$ cat src/rtl/axi_lite_master_bridge.sv
// Native single-outstanding bus to AXI4-Lite master bridge.
// One transaction in flight; all AXI outputs come from registers or the state decode.
module axi_lite_master_bridge #(
  parameter int C_M_AXI_ADDR_WIDTH = 32,
  parameter int C_M_AXI_DATA_WIDTH = 32
) (
  input  logic                            clk,
  input  logic                            reset,
  input  logic                            bus_req_valid,
  output logic                            bus_req_ready,
  input  logic [31:0]                     bus_req_addr,
  input  logic                            bus_req_wen,
  input  logic [3:0]                      bus_req_wmask,
  input  logic [31:0]                     bus_req_data,
  output logic                            bus_resp_valid,
  output logic [31:0]                     bus_resp_data,
  output logic                            bus_resp_err,
  output logic [C_M_AXI_ADDR_WIDTH-1:0]   M_AXI_AWADDR,
  output logic [2:0]                      M_AXI_AWPROT,
  output logic                            M_AXI_AWVALID,
  input  logic                            M_AXI_AWREADY,
  output logic [C_M_AXI_DATA_WIDTH-1:0]   M_AXI_WDATA,
  output logic [3:0]                      M_AXI_WSTRB,
  output logic                            M_AXI_WVALID,
  input  logic                            M_AXI_WREADY,
  input  logic [1:0]                      M_AXI_BRESP,
  input  logic                            M_AXI_BVALID,
  output logic                            M_AXI_BREADY,
  output logic [C_M_AXI_ADDR_WIDTH-1:0]   M_AXI_ARADDR,
  output logic [2:0]                      M_AXI_ARPROT,
  output logic                            M_AXI_ARVALID,
  input  logic                            M_AXI_ARREADY,
  input  logic [C_M_AXI_DATA_WIDTH-1:0]   M_AXI_RDATA,
  input  logic [1:0]                      M_AXI_RRESP,
  input  logic                            M_AXI_RVALID,
  output logic                            M_AXI_RREADY
);

  localparam logic [2:0] S_IDLE    = 3'd0;
  localparam logic [2:0] S_WR_REQ  = 3'd1;
  localparam logic [2:0] S_WR_RESP = 3'd2;
  localparam logic [2:0] S_RD_REQ  = 3'd3;
  localparam logic [2:0] S_RD_RESP = 3'd4;
  localparam logic [2:0] S_DONE    = 3'd5;

  logic [2:0]                    state_q, state_d;
  logic                          aw_done_q, aw_done_d, w_done_q, w_done_d;
  logic [C_M_AXI_ADDR_WIDTH-1:0] addr_q, addr_d, req_addr;
  logic [31:0]                   wdata_q, wdata_d, rdata_q, rdata_d;
  logic [3:0]                    wstrb_q, wstrb_d;
  logic                          err_q, err_d;

  // Only the error bit of each response code matters (SLVERR/DECERR).
  logic unused_resp;
  assign unused_resp = M_AXI_BRESP[0] ^ M_AXI_RRESP[0];

  if (C_M_AXI_ADDR_WIDTH > 32) begin : g_addr_ext
    assign req_addr = {{(C_M_AXI_ADDR_WIDTH-32){1'b0}}, bus_req_addr};
  end else begin : g_addr_trunc
    assign req_addr = bus_req_addr[C_M_AXI_ADDR_WIDTH-1:0];
  end

  always_comb begin
    state_d   = state_q;
    aw_done_d = aw_done_q;
    w_done_d  = w_done_q;
    addr_d    = addr_q;
    wdata_d   = wdata_q;
    wstrb_d   = wstrb_q;
    rdata_d   = rdata_q;
    err_d     = err_q;
    case (state_q)
      S_IDLE: if (bus_req_valid) begin
        addr_d    = req_addr;
        wdata_d   = bus_req_data;
        wstrb_d   = bus_req_wmask;
        aw_done_d = 1'b0;
        w_done_d  = 1'b0;
        state_d   = bus_req_wen ? S_WR_REQ : S_RD_REQ;
      end
      S_WR_REQ: begin
        // AW and W retire independently; leave once both have handshaken.
        aw_done_d = aw_done_q | M_AXI_AWREADY;
        w_done_d  = w_done_q  | M_AXI_WREADY;
        if (aw_done_d && w_done_d) state_d = S_WR_RESP;
      end
      S_WR_RESP: if (M_AXI_BVALID) begin
        err_d   = M_AXI_BRESP[1];
        rdata_d = 32'h0;
        state_d = S_DONE;
      end
      S_RD_REQ: if (M_AXI_ARREADY) state_d = S_RD_RESP;
      S_RD_RESP: if (M_AXI_RVALID) begin
        err_d   = M_AXI_RRESP[1];
        rdata_d = M_AXI_RDATA[31:0];
        state_d = S_DONE;
      end
      S_DONE:  state_d = S_IDLE;
      default: state_d = S_IDLE;
    endcase
  end

  always_ff @(posedge clk or posedge reset) begin
    if (reset) begin
      state_q   <= S_IDLE;
      aw_done_q <= 1'b0;
      w_done_q  <= 1'b0;
      addr_q    <= '0;
      wdata_q   <= 32'h0;
      wstrb_q   <= 4'h0;
      rdata_q   <= 32'h0;
      err_q     <= 1'b0;
    end else begin
      state_q   <= state_d;
      aw_done_q <= aw_done_d;
      w_done_q  <= w_done_d;
      addr_q    <= addr_d;
      wdata_q   <= wdata_d;
      wstrb_q   <= wstrb_d;
      rdata_q   <= rdata_d;
      err_q     <= err_d;
    end
  end

  assign bus_req_ready  = (state_q == S_IDLE);
  assign bus_resp_valid = (state_q == S_DONE);
  assign bus_resp_data  = rdata_q;
  assign bus_resp_err   = err_q;

  assign M_AXI_AWADDR  = addr_q;
  assign M_AXI_AWPROT  = 3'b000;
  assign M_AXI_AWVALID = (state_q == S_WR_REQ) && !aw_done_q;
  assign M_AXI_WDATA   = wdata_q;
  assign M_AXI_WSTRB   = wstrb_q;
  assign M_AXI_WVALID  = (state_q == S_WR_REQ) && !w_done_q;
  assign M_AXI_BREADY  = (state_q == S_WR_RESP);
  assign M_AXI_ARADDR  = addr_q;
  assign M_AXI_ARPROT  = 3'b000;
  assign M_AXI_ARVALID = (state_q == S_RD_REQ);
  assign M_AXI_RREADY  = (state_q == S_RD_RESP);

endmodule

$ cat config.mk
export PLATFORM = sky130hd
export DESIGN_NAME = axi_lite_master_bridge
export DESIGN_NICKNAME = d
export VERILOG_FILES = /design/src/rtl/axi_lite_master_bridge.sv
export SDC_FILE = /design/constraint.sdc
export NUM_CORES = 1
export LEC_CHECK = 0
export CAP_MARGIN = 10
export CORE_MARGIN = 1.5
export CORE_UTILIZATION = 35
export CTS_CLUSTER_DIAMETER = 120
export DETAILED_ROUTE_END_ITERATION = 16
export PLACE_DENSITY = 0.75
export SETUP_SLACK_MARGIN = 0.4
export SYNTH_ARGS = -nofsm -noshare
export SYNTH_HDL_FRONTEND = slang
export SYNTH_SLANG_ARGS = --single-unit
$ cat constraint.sdc
create_clock -name clk -period 10.8 [get_ports clk]
set_clock_uncertainty 0.1 [all_clocks]
set_input_delay 1.62 -clock clk [delete_from_list [all_inputs] [get_ports clk]]
set_output_delay 1.62 -clock clk [all_outputs]
set_load 0.05 [all_outputs]
==> impl_metrics.tcl, run 1 <==
set metrics [dict create \
    status "complete, no violations" \
    ys_top_cells_by_count "dfrtp_1 (106), mux2_2 (51), buf_4 (44), a22o_1 (32), mux2_4 (20)" \
    rr_worst_depth 3 \
    fin_crit_sh_pct 36.13 \
    timing.rr.start "state_q[1]$_DFFE_PP0P_" \
    n_antenna_cell 0 \
    antenna_found_initial 0 \
    core_sq_um 12210 \
    finalSetupViolCount 0 \
    clock_latency_ns 0.34 \
    holdPathStages 1 \
    grt_pass1_vias 3312 \
    h-tree-depth 3 \
    cts.sinks 106 \
    grt_max_degree 69 \
    slew_violations 0 \
    track_usage_pct 16.46 \
    synth.most_common_cell "dfrtp_1" \
    num-fill-cells 1023 \
    gp_congestion 0.7725 \
    rsz0062_at_grt "false" \
    port_buffers 250 \
    cp.arrival_ns 2.18 \
    area_growth_pct 59.26 \
    max-slew-margin-rel_pct 18.18 \
    die_w_um 115.7 \
    syn_inst 300 \
    timing.setup.tns_ns 0 \
    synthFlopType "dfrtp_1" \
    cts_tree "done" \
    rows 40 \
    pin_count 259 \
    fin_area_sq_um 7078 \
    cts_resized 0 \
    hpwl_um 8258 \
    yosysTopAreaCell "dfrtp_1" \
    cp-end-kind "output pin" \
    worstSetupPathType "reg -> out" \
    ys_types 32 \
    critical_path.max_fanout 15 \
    cts_setup_buffers 0 \
    cts_hold_buf 0 \
    cts_max_path_buffers 2 \
    crit_start "state_q[1]$_DFFE_PP0P_" \
    fin_nets 624 \
    placed_cells 668 \
    utilization_pct 57.96 \
    min_period_ns 3.902 \
    syn-cell-area_sq_um 4444 \
    maxCapViolCount 0 \
    overflow 0 \
    dr.pass1.iters 4 \
    worstPathRequired_ns 9.08 \
    clockRootBuffer "clkbuf_16" \
    drive_gt1_share_pct 17.86 \
    synth_edf_count 0 \
    start_kind "flip-flop" \
    ant_nets 0 \
    die-area_sq_um 13380 \
    ys_seq_area_share_pct 59.68 \
    ys_ff_latch 106 \
    drcViolationCount 0 \
    die_h_um 115.7 \
    endpoint "M_AXI_AWVALID" \
    wl_per_cell_um 16.37 \
    vias 3224 \
    clkTransAtPathRegs_ns 0.07 \
    grt_pass1_wl_um 16820 \
    ys.warnings.count 0 \
    dr.first_iter.drc_count 159 \
    hold_class "reg -> reg" \
    synth_top_area_share_pct 59.68 \
    hold_viol_final 0 \
    fin_cells 683 \
    initial_utilization_pct 36.39 \
    timing.rr.end "M_AXI_ARADDR[30]$_DFFE_PP0P_" \
    async_flop_share_pct 100.0 \
    wl_um 11180 \
    vias_per_cell 4.720 \
    synthTopCellsByArea "dfrtp_1 (60%), mux2_2 (13%), buf_4 (7.4%), mux2_4 (6.8%), a22o_1 (6.3%)" \
    cts_buffers 9 \
    r2r_slack_ns 8.46 \
    avgSynthCellArea_sq_um 14.81 \
    place_area_sq_um 6769 \
    worst_slew_pin_slew_ns 1.227 \
    max_freq_ghz 0.2563 \
]
worst min path at each step:
stage / start / endpoint / slack (ns)
finish: M_AXI_WSTRB[3]$_DFFE_PP0P_ / M_AXI_WSTRB[3]$_DFFE_PP0P_ / 0.41
detailed placement: bus_resp_data[24]$_DFFE_PP0P_ / bus_resp_data[24]$_DFFE_PP0P_ / 0.39
floorplan: state_q[2]$_DFFE_PP0P_ / state_q[1]$_DFFE_PP0P_ / 0.43
CTS: M_AXI_WDATA[20]$_DFFE_PP0P_ / M_AXI_WDATA[20]$_DFFE_PP0P_ / 0.41
global placement: bus_resp_data[11]$_DFFE_PP0P_ / bus_resp_data[11]$_DFFE_PP0P_ / 0.39
global route: M_AXI_WDATA[17]$_DFFE_PP0P_ / M_AXI_WDATA[17]$_DFFE_PP0P_ / 0.42
per-stage QoR:
step	hold WS [ns]	worst slack (ns)
floorplan	0.4331	6.291
global placement	0.3882	7.124
detailed placement	0.3919	7.089
CTS	0.4098	6.884
global route	0.4230	6.765
finish	0.4053	6.898
worst max-delay path, cell delays in order, from the launching register on:
cell	delay [ns]
dfrtp_1	0.55
nor2_1	0.26
nand2_1	0.10
nor2_1	0.12
clkdlybuf4s50_1	0.82
cell usage in the layout (no fill, tap or decap), drive strengths merged, types with 2 or more instances in the layout:
cell type,n
a21oi,5
a22o,32
and2,2
bufinv,2
clkbuf,10
clkdlybuf4s50,250
clkinvlp,2
conb,6
dfrtp,106
inv,2
mux2,71
nand2,2
nand3b,2
nor2,6
nor3b,3
flip-flops by register name, summed over array words and instances (netlist names):
signal / count
aw_done_q: 1
M_AXI_WDATA: 32
state_q: 3
bus_resp_data: 32
w_done_q: 1
M_AXI_ARADDR: 32
bus_resp_err: 1
M_AXI_WSTRB: 4
cell type report:
type	instances	area, sq um	share of cell area (%)
Sequential cell	106	2653	37.48
Timing Repair Buffer	251	2510	35.46
Multi-Input combinational cell	141	1386	19.59
Clock buffer	10	229.0	3.235
Tap cell	168	210.2	2.970
Clock inverter	5	80.08	1.131
Inverter	2	10.01	0.1414
metal layers:
metal	track usage, %	wire length (um)	up-vias
met5	0	0	-
met4	5.528	240	0
met3	7.584	1072	17
met2	29.11	5735	171
met1	17.38	4135	1592
li1	-	-	1444
logic make-up (layout without fill, tap and decap cells):
logic type,after synthesis,count (layout),synth area share [%]
AND/OR/NAND/NOR,18,18,2.478
flip-flops,106,106,59.68
AO/OA/AOI/OAI,45,45,8.249
buffers and inverters,58,268,9.600
multiplexers,72,72,19.90
other,1,6,0.08438
Power of run 1 is left out: the tool's default activity adds up to more than one toggle a clock period on the data nets, which glitch-free logic cannot reach.
==> inputs of run 2 (changes only) <==
- clock period: 10.8 -> 3.65 ns (I/O delays scaled with it)
==> impl_metrics.tcl, run 2 (synthesized netlist as in run 1, its figures left out) <==
set metrics [dict create \
    grt_pass1_vias 3158 \
    layout_commonest_cell "clkdlybuf4s50_1" \
    grt_max_degree 59 \
    grt_pass1_wl_um 16850 \
    timing.setup.tns_ns 0 \
    vias 3167 \
    timing.rr.start "state_q[1]$_DFFE_PP0P_" \
    cts_max_path_buffers 2 \
    worstSetupPathType "reg -> out" \
    die_h_um 115.7 \
    clock_latency_ns 0.34 \
    gp_congestion 0.8341 \
    cts_tree "done" \
    cts_hold_buf 0 \
    worstPathRequired_ns 3.00 \
    hpwl_um 8344 \
    initial_utilization_pct 36.39 \
    drcViolationCount 0 \
    cts.sinks 106 \
    vias_per_cell 4.603 \
    wl_per_cell_um 16.33 \
    h-tree-depth 3 \
    pre_cts_slack_ns 1.173 \
    drive_gt1_share_pct 18.85 \
    endpoint "M_AXI_RREADY" \
    timing.rr.end "M_AXI_ARADDR[27]$_DFFE_PP0P_" \
    status "complete, no violations" \
    min_period_ns 2.818 \
    rsz0062_at_grt "false" \
    antenna_found_initial 0 \
    ant_nets 0 \
    finalSetupViolCount 0 \
    die-area_sq_um 13380 \
    hold_viol_final 0 \
    track_usage_pct 16.53 \
    worst_slew_pin_slew_ns 0.5793 \
    dr.pass1.iters 4 \
    cp_slowest_cell "clkdlybuf4s50_1" \
    max_freq_ghz 0.3548 \
    maxCapViolCount 0 \
    cts_setup_buffers 0 \
    critical_path.max_fanout 15 \
    max-slew-margin-rel_pct 61.26 \
    start_kind "flip-flop" \
    slew_violations 0 \
    die_w_um 115.7 \
    cts_buffers 9 \
    core_sq_um 12210 \
    hold_class "reg -> reg" \
    rr_worst_depth 4 \
    overflow 0 \
    crit_start "state_q[1]$_DFFE_PP0P_" \
    dr.first_iter.drc_count 166 \
    fin_nets 628 \
    setup_slack_ns 0.8316 \
    cp-end-kind "output pin" \
    cts_resized 0 \
    cp.arrival_ns 2.17 \
    r2r_slack_ns 1.46 \
    wl_um 11230 \
    max_stage_delay_ns 0.88 \
    pin_count 259 \
    n_antenna_cell 0 \
    rows 40 \
    area_growth_pct 61.20 \
    clkTransAtPathRegs_ns 0.07 \
    clockRootBuffer "clkbuf_16" \
    path_cells "nor3b_2, clkdlybuf4s50_1" \
    port_buffers 250 \
    final_cell_mix "clkdlybuf4s50_1 (250), dfrtp_1 (106), mux2_2 (51), a22o_1 (32), mux2_4 (20)" \
    fin_crit_sh_pct 77.22 \
]
[run 2: cell count changes in the layout (fill, tap and decap cells not counted), sizes merged]
cell,previous run,this run
buf,1,5
clkbuf,10,12
inv,2,1
[run 2: cell type report]
cell class,instances,area (sq um)
Multi-Input combinational cell,141,1386
Inverter,2,11.26
Fill cell,1057,5047
Clock inverter,4,72.57
Clock buffer,12,266.5
Tap cell,168,210.2
Timing Repair Buffer,255,2565
Sequential cell,106,2653
[run 2: worst min path at each step]
stage                             startpoint                       endpoint  slack (ns)  cells after the start
2_1_floorplan         state_q[2]$_DFFE_PP0P_         state_q[1]$_DFFE_PP0P_        0.43                      2
3_3_place_gp    bus_resp_data[4]$_DFFE_PP0P_   bus_resp_data[4]$_DFFE_PP0P_        0.39                      1
3_5_place_dp   bus_resp_data[23]$_DFFE_PP0P_  bus_resp_data[23]$_DFFE_PP0P_        0.39                      1
4_1_cts        bus_resp_data[14]$_DFFE_PP0P_  bus_resp_data[14]$_DFFE_PP0P_        0.41                      1
5_1_grt         bus_resp_data[5]$_DFFE_PP0P_   bus_resp_data[5]$_DFFE_PP0P_        0.42                      1
6_report        bus_resp_data[9]$_DFFE_PP0P_   bus_resp_data[9]$_DFFE_PP0P_        0.40                      1
[run 2: critical path, delay by kind of cell (launching register included)]
family	cells	cell delay, ns
simple gates	1	0.41
flops	1	0.54
buf+inv	1	0.88
[run 2: through the flow]
step	hold WS, ns	util, %	cell area (sq um)	instances
after floorplan	0.4331	-	4467	305
after global placement	0.3897	55.89	6825	672
after detailed placement	0.3898	55.89	6825	672
after CTS	0.4082	58.67	7164	688
after global routing	0.4174	58.67	7164	688
final	0.4038	58.67	7164	688
[run 2: routing by layer]
| metal | track usage (%) | wire, um | vias to the layer above | share of wire, % |
|---|---|---|---|---|
| li1 | - | - | 1454 | - |
| met1 | 20.88 | 4682 | 1543 | 42 |
| met2 | 26.55 | 5392 | 154 | 48 |
| met3 | 4.707 | 894 | 16 | 8.0 |
| met4 | 7.398 | 264 | 0 | 2.4 |
| met5 | 0 | 0 | - | 0 |
Power of run 2 is left out for the same reason.
==> inputs of run 3 (changes only) <==
- clock period: 3.65 -> 2.7 ns (I/O delays scaled with it)
==> impl_metrics.tcl, run 3 (synthesized netlist as in run 1, its figures left out) <==
set metrics [dict create \
    max_freq_ghz 0.4327 \
    max-slew-margin-rel_pct 53.65 \
    placed_cells 674 \
    worstSetupPathType "reg -> out" \
    seqCellArea_sq_um 2655 \
    area_growth_pct 61.12 \
    fin_cells 688 \
    worstPathRequired_ns 2.19 \
    fin_area_sq_um 7161 \
    worst_slew_pin_slew_ns 0.6953 \
    grt_pass1_vias 3256 \
    maxCapViolCount 0 \
    slew_violations 0 \
    hold_class "reg -> reg" \
    num-fill-cells 1012 \
    vias 3160 \
    rows 40 \
    r2r_slack_ns 0.75 \
    final_cell_mix "clkdlybuf4s50_1 (243), dfrtp_1 (104), mux2_2 (51), a22o_1 (32), mux2_4 (20)" \
    min_period_ns 2.311 \
    clkTransAtPathRegs_ns 0.07 \
    track_usage_pct 16.65 \
    cp-end-kind "output pin" \
    cts_buffers 9 \
    cp.arrival_ns 1.81 \
    clockRootBuffer "clkbuf_16" \
    overflow 0 \
    die_h_um 115.7 \
    dr.first_iter.drc_count 110 \
    cts_setup_buffers 0 \
    fin_nets 630 \
    grt_pass1_wl_um 16930 \
    die-area_sq_um 13380 \
    n_antenna_cell 0 \
    utilization_pct 58.64 \
    antenna_found_initial 0 \
    drive_gt1_share_pct 20.00 \
    core_sq_um 12210 \
    hold_viol_final 0 \
    start_kind "flip-flop" \
    h-tree-depth 3 \
    wl_per_cell_um 16.58 \
    pin_count 259 \
    layout_commonest_cell "clkdlybuf4s50_1" \
    finalSetupViolCount 0 \
    multiInputGateArea_sq_um 1403 \
    die_w_um 115.7 \
    vias_per_cell 4.593 \
    wl_um 11410 \
    critical_path.max_fanout 10 \
    timing.rr.start "state_q[2]$_DFFE_PP0P_" \
    fin_crit_sh_pct 85.60 \
    holdPathStages 1 \
    grt_max_degree 55 \
    cts_max_path_buffers 2 \
    timing.setup.tns_ns 0 \
    hp-start "bus_resp_data[2]$_DFFE_PP0P_" \
    initial_utilization_pct 36.39 \
    gp_congestion 0.7852 \
    port_buffers 250 \
    clock_latency_ns 0.34 \
    cts.sinks 106 \
    rr_worst_depth 4 \
    place_area_sq_um 6857 \
    drcViolationCount 0 \
    hpwl_um 8445 \
    dr.pass1.iters 4 \
    timing.rr.end "M_AXI_ARADDR[29]$_DFFE_PP0P_" \
    status "complete, no violations" \
    hold_end "bus_resp_data[2]$_DFFE_PP0P_" \
    ant_nets 0 \
    rsz0062_at_grt "true" \
    cts_tree "done" \
]
## run 3: worst max path at each step
stage | to | depth (start not counted) | slack, ns | startpoint
after floorplan | M_AXI_WDATA[0]$_DFFE_PP0P_ | 7 | 0.59 | state_q[2]$_DFFE_PP0P_
after global placement | M_AXI_WVALID | 4 | 0.39 | state_q[1]$_DFFE_PP0P_
after detailed placement | M_AXI_WVALID | 4 | 0.38 | state_q[1]$_DFFE_PP0P_
after CTS | M_AXI_WVALID | 4 | 0.35 | state_q[2]$_DFFE_PP0P_
after global routing | M_AXI_WVALID | 4 | 0.28 | state_q[2]$_DFFE_PP0P_
final | M_AXI_WVALID | 4 | 0.39 | state_q[2]$_DFFE_PP0P_
## run 3: area by class of cell
| type | count | area share (%) |
|---|---|---|
| Multi-Input combinational cell | 141 | 19.59 |
| Tap cell | 168 | 2.936 |
| Timing Repair Buffer | 257 | 35.94 |
| Inverter | 2 | 0.1573 |
| Clock inverter | 3 | 0.9086 |
| Clock buffer | 11 | 3.390 |
| Sequential cell | 106 | 37.08 |
## run 3: critical path, cell delays in order, from the launching register on
cell             delay [ns]
dfrtp_1                0.50
nor2_1                 0.23
nand2_1                0.09
nor2_1                 0.12
clkdlybuf4s15_1        0.51
## run 3: timing repair
item / CTS / global route
endpoints found under the setup margin: 7 / 3
hold buffers: 0 / 0
gates resized for setup: 14 / 2
## run 3: through the flow
step / worst slack (ns) / hold slack, ns
5_1_grt: 0.2820 / 0.4123
4_1_cts: 0.3509 / 0.4087
3_3_place_gp: 0.3855 / 0.3879
3_5_place_dp: 0.3816 / 0.3898
2_1_floorplan: 0.5855 / 0.4376
6_report: 0.3887 / 0.4035
## run 3: layer usage
layer | GRT usage [%] | vias to the layer above | share of wire (%)
met5 | 0 | - | 0
met1 | 19.25 | 1554 | 39
li1 | - | 1449 | -
met4 | 3.902 | 0 | 1.3
met3 | 6.381 | 11 | 7.9
met2 | 29.31 | 146 | 52
Power of run 3 is left out for the same reason.
